$ cat src/rtl/packet_word_tx.sv
// packet_word_tx: FIFO-buffered packer of {addr,data} packets onto a 16-bit bus word
module packet_word_tx #(
  parameter int DEPTH = 4,
  parameter int CNT_W = 16
) (
  input  logic                     clk,
  input  logic                     rst_n,
  input  logic                     in_valid,
  output logic                     in_ready,
  input  logic [7:0]               in_addr,
  input  logic [7:0]               in_data,
  input  logic                     in_pkt_vld,
  input  logic                     flush,
  output logic                     out_valid,
  input  logic                     out_ready,
  output logic [15:0]              out_word,
  output logic [$clog2(DEPTH):0]   level,
  output logic [CNT_W-1:0]         tx_cnt,
  output logic [CNT_W-1:0]         drop_cnt
);
  localparam int PW = $clog2(DEPTH);
  logic [15:0]   mem [DEPTH];
  logic [PW-1:0] rd, wr, rd_nxt;
  logic [PW:0]   level_nxt;
  logic [15:0]   head_nxt;
  logic          acc, push, drop, pop;
  assign in_ready  = rst_n && !flush && (level != (PW+1)'(DEPTH));
  assign acc       = in_valid && in_ready;
  assign push      = acc && in_pkt_vld;
  assign drop      = acc && !in_pkt_vld;
  assign out_valid = (level != '0);
  assign pop       = out_valid && out_ready && !flush;
  assign rd_nxt    = rd + PW'(pop);
  assign level_nxt = level + (PW+1)'(push) - (PW+1)'(pop);
  // next head word: a packet written this cycle into the slot becoming head bypasses the array
  assign head_nxt  = (level_nxt == '0) ? 16'h0000 :
                     (push && rd_nxt == wr) ? {in_addr, in_data} : mem[rd_nxt];
  // storage array, written on every accepted valid packet
  always_ff @(posedge clk)
    if (push) mem[wr] <= {in_addr, in_data};
  // pointers, occupancy, registered head word and counters
  always_ff @(posedge clk) begin
    if (!rst_n) begin
      rd       <= '0;
      wr       <= '0;
      level    <= '0;
      out_word <= '0;
      tx_cnt   <= '0;
      drop_cnt <= '0;
    end else if (flush) begin
      rd       <= '0;
      wr       <= '0;
      level    <= '0;
      out_word <= '0;
    end else begin
      rd       <= rd_nxt;
      wr       <= wr + PW'(push);
      level    <= level_nxt;
      out_word <= head_nxt;
      tx_cnt   <= tx_cnt + CNT_W'(pop);
      drop_cnt <= (drop && drop_cnt != '1) ? drop_cnt + 1'b1 : drop_cnt;
    end
  end
endmodule

$ cat config.mk
export PLATFORM = sky130hd
export DESIGN_NAME = packet_word_tx
export DESIGN_NICKNAME = d
export VERILOG_FILES = /design/src/rtl/packet_word_tx.sv
export SDC_FILE = /design/constraint.sdc
export NUM_CORES = 1
export LEC_CHECK = 0
export CAP_MARGIN = 0
export CORE_ASPECT_RATIO = 1.75
export CORE_MARGIN = 5
export CORE_UTILIZATION = 43
export DETAILED_ROUTE_END_ITERATION = 7
export PLACE_DENSITY_LB_ADDON = 0.3
export SLEW_MARGIN = 20
export SYNTH_ARGS = -nofsm -noshare
export SYNTH_HDL_FRONTEND = slang
export SYNTH_SLANG_ARGS = --single-unit
$ cat constraint.sdc
create_clock -name clk -period 8.3 [get_ports clk]
set_input_delay 2.075 -clock clk [delete_from_list [all_inputs] [get_ports clk]]
set_output_delay 2.075 -clock clk [all_outputs]
set_load 0.01 [all_outputs]
# Word level (Yosys, flattened, before mapping)
# Memories as Yosys holds them, arrays and structs flattened. A register that Yosys moved wholly into a read port is not among the register bits.
# Cells that the tools add are included.
[word_totals]
register_bits = 39
ramBits = 64
output_inout_bits = 53
word_cells = 33
mem_count = 1
[op_classes]
add_sub_neg = 6
n_eq_ne = 2
mux = 2
bitwise = 2
n_reduce_logical = 15
[mem_list]
columns = ["memory", "depth", "width", "read_ports", "rd_clocked_by_memory_dff", "write_ports", "line_no", "rtl"]
rows = [
  ["mem", 4, 16, 1, 1, 1, "22", "logic [15:0] mem [DEPTH];"],
]
[op_table]
columns = ["cell", "n"]
rows = [
  ["$add 16x1->16", 1],
  ["$add 16x1->16 const B", 1],
  ["$ne 16x16->1 const B", 1],
  ["$logic_and 1x1->1", 8],
  ["$add 2x1->2", 2],
  ["$add 3x1->3", 1],
  ["$logic_not 3->1", 1],
  ["$ne 3x3->1 const B", 1],
  ["$reduce_bool 3->1", 1],
  ["$reduce_or 3->1", 1],
  ["$sub 3x1->3", 1],
  ["$logic_not 1->1", 2],
  ["$mux 1", 2],
  ["$not 1->1", 2],
  ["$reduce_and 2->1", 1],
  ["$reduce_or 2->1", 1],
]

# Longest topological paths before layout
[logic_depth]
ltp_word = 9
depth_mapped = 13

# Worst setup path after synthesis
# OpenSTA, ideal clock, no wires.
[synth_path]
path_type = "input port to flip-flop"
startpoint = "in flush"
endpoint = "reg out_word[0] (read register of mem)"
t_arrival_ns = 4.601
setup_slack_ns = 3.572
path_stages = 13
cell_sequence = "buf_6 > nand2b_4 > nor2_1 > nand3_1 > inv_1 > xor2_1 > ha_1 > fa_1 > xnor2_1 > xnor2_1 > o31ai_1 > clkbuf_1 > nor2_1"
[synth_between]
elab_chain_cells = 9
word_cells_on_any_way = 11
[synth_lines]
columns = ["element", "line_no", "rtl"]
rows = [
  ["start: declaration", "13", "input logic flush,"],
  ["$logic_not 1->1", "27", "assign in_ready = rst_n && !flush && (level != (PW+1)'(DEPTH));"],
  ["$logic_and 1x1->1 (2 in a row)", "27", ""],
  ["via in_ready", "9", "output logic in_ready,"],
  ["$logic_and 1x1->1", "28", "assign acc = in_valid && in_ready;"],
  ["$logic_and 1x1->1", "29", "assign push = acc && in_pkt_vld;"],
  ["$add 3x1->3", "34", "assign level_nxt = level + (PW+1)'(push) - (PW+1)'(pop);"],
  ["$sub 3x1->3", "34", ""],
  ["$logic_not 3->1", "36", "assign head_nxt = (level_nxt == '0) ? 16'h0000 :"],
  ["$reduce_or 3->1 (no source line)", "n/a", ""],
  ["end: declaration", "16", "output logic [15:0] out_word,"],
]
# The timed path passes the listed nets, and every way through them passes these cells.
# A chain may end at the register's enable or synchronous reset.

# Worst setup path in the final report
[layout_path]
startpoint = "in rst_n"
endpoint = "out in_ready"
[layout_between]
elab_chain_cells = 2
[layout_lines]
columns = ["element", "line_no", "rtl"]
rows = [
  ["start: declaration", "7", "input logic rst_n,"],
  ["$logic_and 1x1->1 (2 in a row)", "27", ""],
  ["end: declaration", "9", ""],
]
# Every way passes these cells.

==> impl_metrics.env <==
export IMPL_asyncSetResetFlopFracSynth=0
export IMPL_worst_hold_slack_ns=0.473
export IMPL_first_global_vias=3383
export IMPL_portBuffers=74
export IMPL_design_portCount=75
export IMPL_outcome="completed"
export IMPL_drtIter0Drc=87
export IMPL_fin_tns_setup_ns=0
export IMPL_cp_capture_type="primary output"
export IMPL_number_of_buffers_created_by_cts=17
export IMPL_netlist_instances=354
export IMPL_most_area_consuming_cells_after_synthesis="sky130_fd_sc_hd__edfxtp_1, sky130_fd_sc_hd__dfxtp_1, sky130_fd_sc_hd__mux4_2"
export IMPL_globalplace_congestion=0.798
export IMPL_timing_max_slew_rel_slack=0.319
export IMPL_grt_antenna_before_repair=0
export IMPL_timing_reg2reg_worst_path_depth=12
export IMPL_synthDominantCellAreaShare=0.390
export IMPL_dpl_cell_area_um2=5800
export IMPL_core_area_um2=11200
export IMPL_syn_mean_instance_area_um2=13.9
export IMPL_clock_insertion_delay_worst_skew_ns=0.40
export IMPL_gr_usage_all_layers=0.156
export IMPL_synth_cell_area_um2=4920
export IMPL_peakVddDrop_mv=0.156
export IMPL_die_wd_um=90.9
export IMPL_htree_num_levels=4
export IMPL_global_route_wire_length_before_repair_um=17000
export IMPL_first_pass_iters=4
export IMPL_synth_lib_cells_used_distinct=44
export IMPL_avgViaCountPerCell=5.46
export IMPL_max_clock_skew_ns=0.00936
export IMPL_stdcell_area_um2=6380
export IMPL_synth_yosys_seq_area_share=0.614
export IMPL_setup_slack_ns=2.46
export IMPL_design_die_area_um2=13800
export IMPL_final_min_period_over_clock_period=0.704
export IMPL_core_rowCount=51
export IMPL_final_setup_viol_count=0
export IMPL_worst_hold_startpoint="tx_cnt[15]"
export IMPL_grt_setup_unrepaired="no"
export IMPL_crit_fanout=15
export IMPL_max_cap_violations=0
export IMPL_path_type_of_the_worst_setup_path="in -> out"
export IMPL_required_arrival_time_at_the_worst_endpoint_ns=6.23
export IMPL_leakage_nw=2.13
export IMPL_dr_total_vias=3179
export IMPL_cts_repair_resize_count=0
export IMPL_hold_path_cell_count=2
export IMPL_clock_tree_from_tritoncts="yes"
export IMPL_route_detailed_drc=0
export IMPL_synth_top_area_cell="sky130_fd_sc_hd__edfxtp_1"
export IMPL_cts_reportedPaths_clkPinSlew_ns=0.05
export IMPL_synth_yosys_warnings=0
export IMPL_cts_root_buf="sky130_fd_sc_hd__clkbuf_16"
export IMPL_tritoncts_num_sinks=119
export IMPL_post_layout_total_power_mw=1.39
export IMPL_antennaDiodeCount=0
export IMPL_route_antenna_remaining_nets=0
export IMPL_post_cts_repair_setup_buffers=0
export IMPL_number_of_synthesized_flops_with_an_enable_pin=64
export IMPL_wl_per_cell_um=17.8
export IMPL_finalWirelength_um=10300
export IMPL_dpl_hpwl_um=6870
export IMPL_grt_overflow_total=0
export IMPL_report_final_slew_viol_count=0
export IMPL_worst_endpoint_arrival_ns=3.77
export IMPL_cts_max_path_buffers=2
export IMPL_drive_above_1_share=0.133
export IMPL_grt_start_max_net_pins=27
export IMPL_preCtsSetupSlack_ns=2.46
export IMPL_worst_setup_path_start_kind="input pin"
export IMPL_period_minus_slack_ns=5.84
export IMPL_synthesis_nets=383
export IMPL_critical_path_reg2reg_endpoint="out_word[0]"
export IMPL_power_density_nw_per_um2=217
export IMPL_start_util=0.441
export IMPL_ys_ff_latch=119
export IMPL_floorplan_die_height_um=152
export IMPL_max_clock_freq_mhz=171
export IMPL_worst_hold_path_type="reg -> reg"
export IMPL_final_net_count=466
export IMPL_timing_hold_violations_final=0
export IMPL_r2r_start="level[2]"
export IMPL_most_instantiated_flip_flop_cell_in_the_synthesis_netlist="sky130_fd_sc_hd__edfxtp_1"
export IMPL_area_growth_syn_to_layout_pct=29.7
export IMPL_cts_hold_buffers=0
export IMPL_hold_path_end="tx_cnt[15]"
export IMPL_max_slew_worst_pin_slew_ns=1.02
export IMPL_r2r_setup_slack_ns=5.13
==> layout make-up <==
type	instances	area, µm²
inverters	4	15.0
repair buffers	79	778
well taps	132	165
clock inverters	13	155
multi-input cells	216	1820
fillers	900	4780
clock buffers	19	433
flip-flops and latches	119	3020
==> where the power goes <==
group          total [mW]  internal (mW)  switching (mW)
registers           0.625          0.624         0.00123
clock network       0.722          0.470           0.252
logic              0.0407         0.0199          0.0207
==> state kept, by name, summed over array words and instances, names as in the netlist <==
name / count
rd: 2
wr: 2
drop_cnt: 16
level: 3
mem: 64
out_word: 16
tx_cnt: 16
==> synth_stat cells, drive strengths merged, types with 3 or more instances <==
cell type	instances
mux2i	25
xor2	9
clkbuf	5
and4	5
inv	4
nand4	7
buf	10
and2	7
ha	6
nor2	32
xnor2	7
or3	5
and3b	3
a21oi	12
nand2	20
or4	7
nor3b	4
o31ai	7
nand2b	5
o21ai	5
mux4	16
nor3	3
dfxtp	55
and3	5
nor4	6
edfxtp	64
nand3	8
==> how the worst max path moves through the flow <==
stage	from	endpoint	slack, ns	cells after the start
6_report	rst_n	in_ready	2.46	4
5_1_grt	rst_n	in_ready	2.32	4
3_3_place_gp	rst_n	in_ready	2.49	4
4_1_cts	rst_n	in_ready	2.44	4
3_5_place_dp	rst_n	in_ready	2.46	4
2_1_floorplan	flush	out_word[0]	3.57	13
==> logic make-up (layout without fill, tap and decap cells) <==
| logic type | Yosys count | in the layout | share of synthesized area |
|---|---|---|---|
| and+or+nand+nor | 124 | 124 | 0.148 |
| DFF | 119 | 119 | 0.614 |
| muxes | 41 | 41 | 0.124 |
| AOI/OAI and AO/OA | 27 | 27 | 0.0384 |
| buffers and inverters | 19 | 115 | 0.0229 |
| xor gates and xnor gates | 17 | 17 | 0.0333 |
| adders and majority gates | 7 | 7 | 0.0193 |
==> worst max-delay path, stage by stage <==
cell and delay (ns):
sky130_fd_sc_hd__clkdlybuf4s50_1 0.88, sky130_fd_sc_hd__nand2b_4 0.09, sky130_fd_sc_hd__nor2_1 0.15, sky130_fd_sc_hd__clkdlybuf4s50_1 0.57
==> stage by stage <==
step,instances,util
floorplan,354,-
global placement,550,0.519
detailed placement,550,0.519
CTS,582,0.572
global route,582,0.572
finish,582,0.572
==> routing by layer <==
layer,GRT usage,wire (µm),vias to the layer above
met5,0,0,-
met4,0.0580,133,0
met3,0.0420,432,12
met2,0.278,5490,82
met1,0.179,4280,1583
li1,-,-,1502
==> cell usage in the layout (no fill, tap or decap), types with 5 or more instances in the layout <==
cell                              Yosys  layout
sky130_fd_sc_hd__clkdlybuf4s50_1      0      74
sky130_fd_sc_hd__edfxtp_1            64      64
sky130_fd_sc_hd__dfxtp_1             55      55
sky130_fd_sc_hd__nor2_1              32      32
sky130_fd_sc_hd__mux2i_1             25      25
sky130_fd_sc_hd__nand2_1             20      20
sky130_fd_sc_hd__clkbuf_16            0      17
sky130_fd_sc_hd__mux4_2              16      16
sky130_fd_sc_hd__a21oi_1             12      12
sky130_fd_sc_hd__xor2_1               9       9
sky130_fd_sc_hd__nand3_1              8       8
sky130_fd_sc_hd__and2_1               7       7
sky130_fd_sc_hd__nand4_1              7       7
sky130_fd_sc_hd__xnor2_1              7       7
sky130_fd_sc_hd__or4_1                7       7
sky130_fd_sc_hd__o31ai_1              7       6
sky130_fd_sc_hd__ha_1                 6       6
sky130_fd_sc_hd__or3_1                5       5
sky130_fd_sc_hd__and3_1               5       5
sky130_fd_sc_hd__and4_1               5       5
sky130_fd_sc_hd__buf_4                2       5
(Power assumes the default switching activity.)
